==> src/rtl/maj_bit_packer.sv <==
// maj_bit_packer: packs 1-bit majority results LSB first into W-bit words and
// queues them in a first-word-fall-through FIFO of DEPTH entries.
// Optional build macro MAJ_PACK_BIPOLAR_PAD_EN: pad bits of short words
// alternate 1/0 (1 at even positions) instead of all zero.
module maj_bit_packer #(
  parameter int unsigned W     = 16,
  parameter int unsigned DEPTH = 4
) (
  input  logic         clk,
  input  logic         rst_n,
  input  logic         in_valid,
  input  logic         in_bit,
  input  logic         in_last,
  output logic         in_ready,
  output logic         almost_full,
  output logic         overflow,
  output logic         out_valid,
  output logic [W-1:0] out_data,
  output logic         out_last,
  input  logic         out_ready
);

  localparam int unsigned IW = (W > 1) ? $clog2(W) : 1;
  localparam int unsigned AW = (DEPTH > 1) ? $clog2(DEPTH) : 1;

  localparam logic [IW-1:0] IdxMax   = IW'(W - 1);
  localparam logic [AW:0]   CntFull  = (AW + 1)'(DEPTH);
  localparam logic [AW:0]   CntAfull = (AW + 1)'(DEPTH - 1);

  // Fill value for bit positions above the last accepted bit of a short word.
  function automatic logic [W-1:0] pad_pattern();
    logic [W-1:0] p;
    p = '0;
`ifdef MAJ_PACK_BIPOLAR_PAD_EN
    for (int i = 0; i < int'(W); i++) begin
      p[i] = ((i % 2) == 0);
    end
`endif
    return p;
  endfunction

  localparam logic [W-1:0] PadBits = pad_pattern();

  // Packing state
  logic [IW-1:0] idx_q, idx_d;
  logic [W-1:0]  pk_q, pk_d;
  logic          overflow_q, overflow_d;

  // FIFO state
  logic [W-1:0]  mem_q      [DEPTH];
  logic          last_mem_q [DEPTH];
  logic [AW-1:0] wptr_q, wptr_d;
  logic [AW-1:0] rptr_q, rptr_d;
  logic [AW:0]   count_q, count_d;

  logic          accept;
  logic          complete;
  logic          push;
  logic          pop;
  logic [W-1:0]  word;

  // Handshake status comes from the registered count only
  always_comb begin
    in_ready    = (count_q != CntFull);
    almost_full = (count_q >= CntAfull);
    out_valid   = (count_q != '0);
    overflow    = overflow_q;
    out_data    = out_valid ? mem_q[rptr_q] : '0;
    out_last    = out_valid ? last_mem_q[rptr_q] : 1'b0;
    accept      = in_valid && in_ready;
    complete    = accept && (in_last || (idx_q == IdxMax));
    push        = complete;
    pop         = out_valid && out_ready;
  end

  // Assemble the word being closed: held bits below idx, new bit at idx, pad above
  always_comb begin
    word = '0;
    for (int i = 0; i < int'(W); i++) begin
      if (i < int'(idx_q)) begin
        word[i] = pk_q[i];
      end else if (i == int'(idx_q)) begin
        word[i] = in_bit;
      end else begin
        word[i] = PadBits[i];
      end
    end
  end

  // Next state for the pack register, index and sticky overflow
  always_comb begin
    idx_d      = idx_q;
    pk_d       = pk_q;
    overflow_d = overflow_q;
    if (in_valid && !in_ready) begin
      overflow_d = 1'b1;
    end
    if (complete) begin
      idx_d = '0;
      pk_d  = '0;
    end else if (accept) begin
      idx_d        = idx_q + IW'(1);
      pk_d[idx_q]  = in_bit;
    end
  end

  // Next state for FIFO pointers and occupancy
  always_comb begin
    wptr_d  = wptr_q;
    rptr_d  = rptr_q;
    count_d = count_q;
    if (push) begin
      wptr_d = wptr_q + AW'(1);
    end
    if (pop) begin
      rptr_d = rptr_q + AW'(1);
    end
    unique case ({push, pop})
      2'b10:   count_d = count_q + (AW + 1)'(1);
      2'b01:   count_d = count_q - (AW + 1)'(1);
      default: count_d = count_q;
    endcase
  end

  // Control registers with synchronous active-low reset
  always_ff @(posedge clk) begin
    if (!rst_n) begin
      idx_q      <= '0;
      pk_q       <= '0;
      overflow_q <= 1'b0;
      wptr_q     <= '0;
      rptr_q     <= '0;
      count_q    <= '0;
    end else begin
      idx_q      <= idx_d;
      pk_q       <= pk_d;
      overflow_q <= overflow_d;
      wptr_q     <= wptr_d;
      rptr_q     <= rptr_d;
      count_q    <= count_d;
    end
  end

  // FIFO storage; contents are invalidated by the pointer reset, not cleared
  always_ff @(posedge clk) begin
    if (push) begin
      mem_q[wptr_q]      <= word;
      last_mem_q[wptr_q] <= in_last;
    end
  end

endmodule

==> config.mk <==
export PLATFORM = sky130hd
export DESIGN_NAME = maj_bit_packer
export DESIGN_NICKNAME = d
export VERILOG_FILES = /design/src/rtl/maj_bit_packer.sv
export SDC_FILE = /design/constraint.sdc
export NUM_CORES = 1
export LEC_CHECK = 0
export BUFFER_PORTS_ARGS = -buffer_cell sky130_fd_sc_hd__buf_2
export CORE_MARGIN = 5
export CORE_UTILIZATION = 40
export CTS_CLUSTER_SIZE = 8
export DETAILED_ROUTE_END_ITERATION = 8
export SYNTH_ARGS = -nofsm -noshare
export SYNTH_HDL_FRONTEND = slang
export SYNTH_SLANG_ARGS = --single-unit
export TNS_END_PERCENT = 1
==> constraint.sdc <==
create_clock -name clk -period 2.63 [get_ports clk]
set_clock_uncertainty 0.2 [all_clocks]
set_input_delay 0.263 -clock clk [delete_from_list [all_inputs] [get_ports clk]]
set_output_delay 0.263 -clock clk [all_outputs]
set_load 0.01 [all_outputs]
==> summary.txt <==
STA
  – Max_slew headroom: between 60% and 70%
  – Slew Limit Fails: 0
  – WHS: 11.4 ps
  – Fin. Hold Viols: 0
  – RSZ-0062 raised after global routing: no
  – Final setup margin: 256 ps
  – Tmin final: 2370 ps
  – Worst-Margin Slew: 581 ps
  – Fmax: roughly 0.42 GHz
  – Setup violations, final: 0
  – Final period utilization: 90.3%
  – Total negative slack: 0 ps

Setup path
  – Worst-case reg-to-reg path depth: 10
  – Critical path cell sequence: dlygate4sd3_1 -> buf_2 -> a31oi_1 -> nor3_1 -> inv_1 -> ha_1 -> inv_1 -> fa_1 -> xor2_1 -> or3_1 -> a21oi_1
  – Worst R2R End: count_q[2]
  – CP endpoint kind: flop
  – CP max stage delay: 530 ps
  – CP max-delay cell: dlygate4sd3_1
  – Critical Path Stages: 11
  – Startpoint Class: input pin
  – WS Path Type: in -> reg
  – Reg-to-Reg Start: idx_q[0]
  – Buf/Inv on CP: 4
  – CP required: 2730 ps
  – Setup crit end: count_q[2]
  – Max Fanout on Critical Path: 5
  – Flop-to-flop setup slack: 280 ps
  – Worst endpoint data arrival time: 2480 ps
  – Kind of cell adding the most delay to the critical path: buffers and inverters
  – CP dominant cell by count: inv_1
  – Critical Path Source: in_last

Yosys
  – Number of synthesized flops with an enable pin: 68
  – Synth Instances: 328
  – Mapped Nets: 344
  – Yosys reg bits: 97
  – Most used DFF post-synth: edfxtp_1
  – Synth top area cells: edfxtp_1, dfxtp_1, mux4_2
  – Mapped Area: 4330 um^2
  – Synthesis warning total: 0
  – Synthesized area per cell: approximately 13 um^2
  – Largest area contributor in the netlist: edfxtp_1
  – Async SR Flop Fraction: 0%
  – Top-area cell type share of the netlist area: 47.2%
  – Share of the yosys chip area belonging to registers: roughly three fifths
  – Yosys cell types: 40

Place
  – Placed Cells: 489
  – Setup WS pre-CTS: about 280 ps
  – Post-DP HPWL: 5.31 mm
  – IO Port Bufs: 26
  – Placed Instance Area: 4650 um^2
  – GP Congestion: between 0.8 and 0.9

Cells and area
  – Commonest non-fill, non-tap cell in the layout: edfxtp_1
  – Sequential Area: 2620 um^2
  – Final #Nets: 377
  – Final cell count without fillers: 506
  – Fin area: roughly 4800 um^2
  – Layout cell share with drive strength beyond 1: 21.3%
  – Multi-input gate area: 1550 um^2
  – Fin util: 45.1%
  – # fillers: 1019
  – Commonest non-fill, non-tap cells in the layout: edfxtp_1, dfxtp_1, buf_2, a21oi_1, o31ai_1
  – Area Overhead vs Synth: 12.0%
  – Antenna diodes: 0

Detailed routing
  – Vias: 2644
  – DR WL/cell: between 15 and 20 um
  – Via density: 5.23
  – Total wire length: 8.19 mm
  – 1st-pass router iterations: 4
  – DRC: 0
  – Initial DRC Count: 210
  – ANT nets after route: 0

Global routing
  – Initial antenna violation count: 0
  – Largest net degree at the start of global routing: 25
  – First-pass GRT wire length: 13.4 mm
  – GRT overflow: 0
  – Vias in the first global route: between 2000 and 3000
  – GRT Total Usage: 13.3%

Clock tree
  – Clk root buf: clkbuf_8
  – Max H-tree Level: 3
  – Clock Latency Late Sink: 360 ps
  – CTS tree: yes
  – CTS clock-pin slew for the worst setup and hold paths: 90 ps
  – CTS Buffer Depth: 2
  – Cts bufs inserted: 9
  – CTS sink count: 97

Power
  – Worst VDD drop: 0.350 mV
  – Clock network power share: 25.6%
  – Pint: between 2 and 3 mW
  – Final Power: 3.68 mW
  – Switching portion of total power: 29.3%
  – Power share of the combinational group: 26.8%
  – Sequential power share: 47.6%
  – Leakage: 1.67 nW
  – Power per cell area: around 760 nW/um^2
  – P_sw: 1.08 mW

Floorplan
  – Die height: 114 um
  – Placement Rows: 38
  – Effective utilization at floorplan: between 40% and 50%
  – Die area: 13000 um^2
  – I/O Pins: 27
  – Die Wd: 114 um
  – CORE AREA: roughly 11000 um^2

Outcome
  – Status: completed

Job
  – Maxcap violations: 0

Worst hold path
  – Worst min-delay path class: in -> reg
[timing repair]
item	4_1_cts	5_1_grt
gates resized for setup	0	0
hold buffers	1	0
buffers inserted	0	0
hold endpoints to repair	4	0
[flip-flops by register name, indices dropped and copies added (netlist names), named ones only]
signal,cells
wptr_q,2
overflow,1
rptr_q,2
last_mem_q,4
count_q,3
idx_q,4
mem_q,64
pk_q,15
[worst min-delay path, stage by stage]
cell and delay (ps):
buf_2 150, nand2_1 70, mux2i_1 50
[routing by layer]
metal / wire [um] / GRT usage (%) / vias to the layer above
met5: 0 / 0 / -
met4: 129 / 5.86 / 0
met3: 403 / 2.38 / 12
met2: 3700 / 20.1 / 68
met1: 3960 / 18.8 / 1271
li1: - / - / 1293
[synth_stat cells (2+ instances only)]
library cell,n
nand2b_1,3
dfxtp_1,29
xor2_1,4
nor2_1,12
edfxtp_1,68
buf_4,2
o21ai_1,2
inv_1,13
buf_2,6
mux2i_1,4
nor2b_1,14
a21oi_1,22
o21ai_0,12
and2b_1,6
and2_1,12
o31ai_1,21
nand3_1,3
or3_1,3
mux4_2,17
ha_1,9
nand4_1,16
clkbuf_1,11
nand2_1,20
a22o_1,3
[power groups by stage]
stage / logic, mW / clock network (mW) / registers [mW]
5_1_grt: 1.11 / 1.02 / 1.77
4_1_cts: 1.02 / 0.959 / 1.76
2_1_floorplan: 0.756 / 0 / 1.76
3_3_place_gp: 1.01 / 0 / 1.79
3_5_place_dp: 1.02 / 0 / 1.79
6_report: 0.988 / 0.942 / 1.76
[cells by family (layout without fill, tap and decap cells)]
family	after synthesis	count (layout)	synth area share, %
buf+inv	35	73	3.58
fa+ha+maj	10	10	3.06
flops	97	97	60.6
mux	22	22	10.0
compound gates	66	66	9.77
xor+xnor	4	4	0.809
simple gates	94	94	12.2
[worst min path at each step]
stage | start | end | slack (ps) | cells past startpoint
2_1_floorplan | in_last | last_mem_q[0] | 160 | 0
3_3_place_gp | pk_q[1] | pk_q[1] | 250 | 2
3_5_place_dp | pk_q[1] | pk_q[1] | 260 | 2
4_1_cts | rst_n | wptr_q[1] | 4 | 3
5_1_grt | rst_n | wptr_q[0] | 20 | 3
6_report | rst_n | wptr_q[1] | 10 | 3
[layout make-up]
class	instances	area share, %
Clock buffer	11	2.71
Clock inverter	5	1.14
Inverter	14	1.08
Multi-Input combinational cell	196	32.0
Sequential cell	97	54.1
Tap cell	140	3.61
Timing Repair Buffer	43	5.37
No activity file was read; power rests on OpenSTA's default activity.
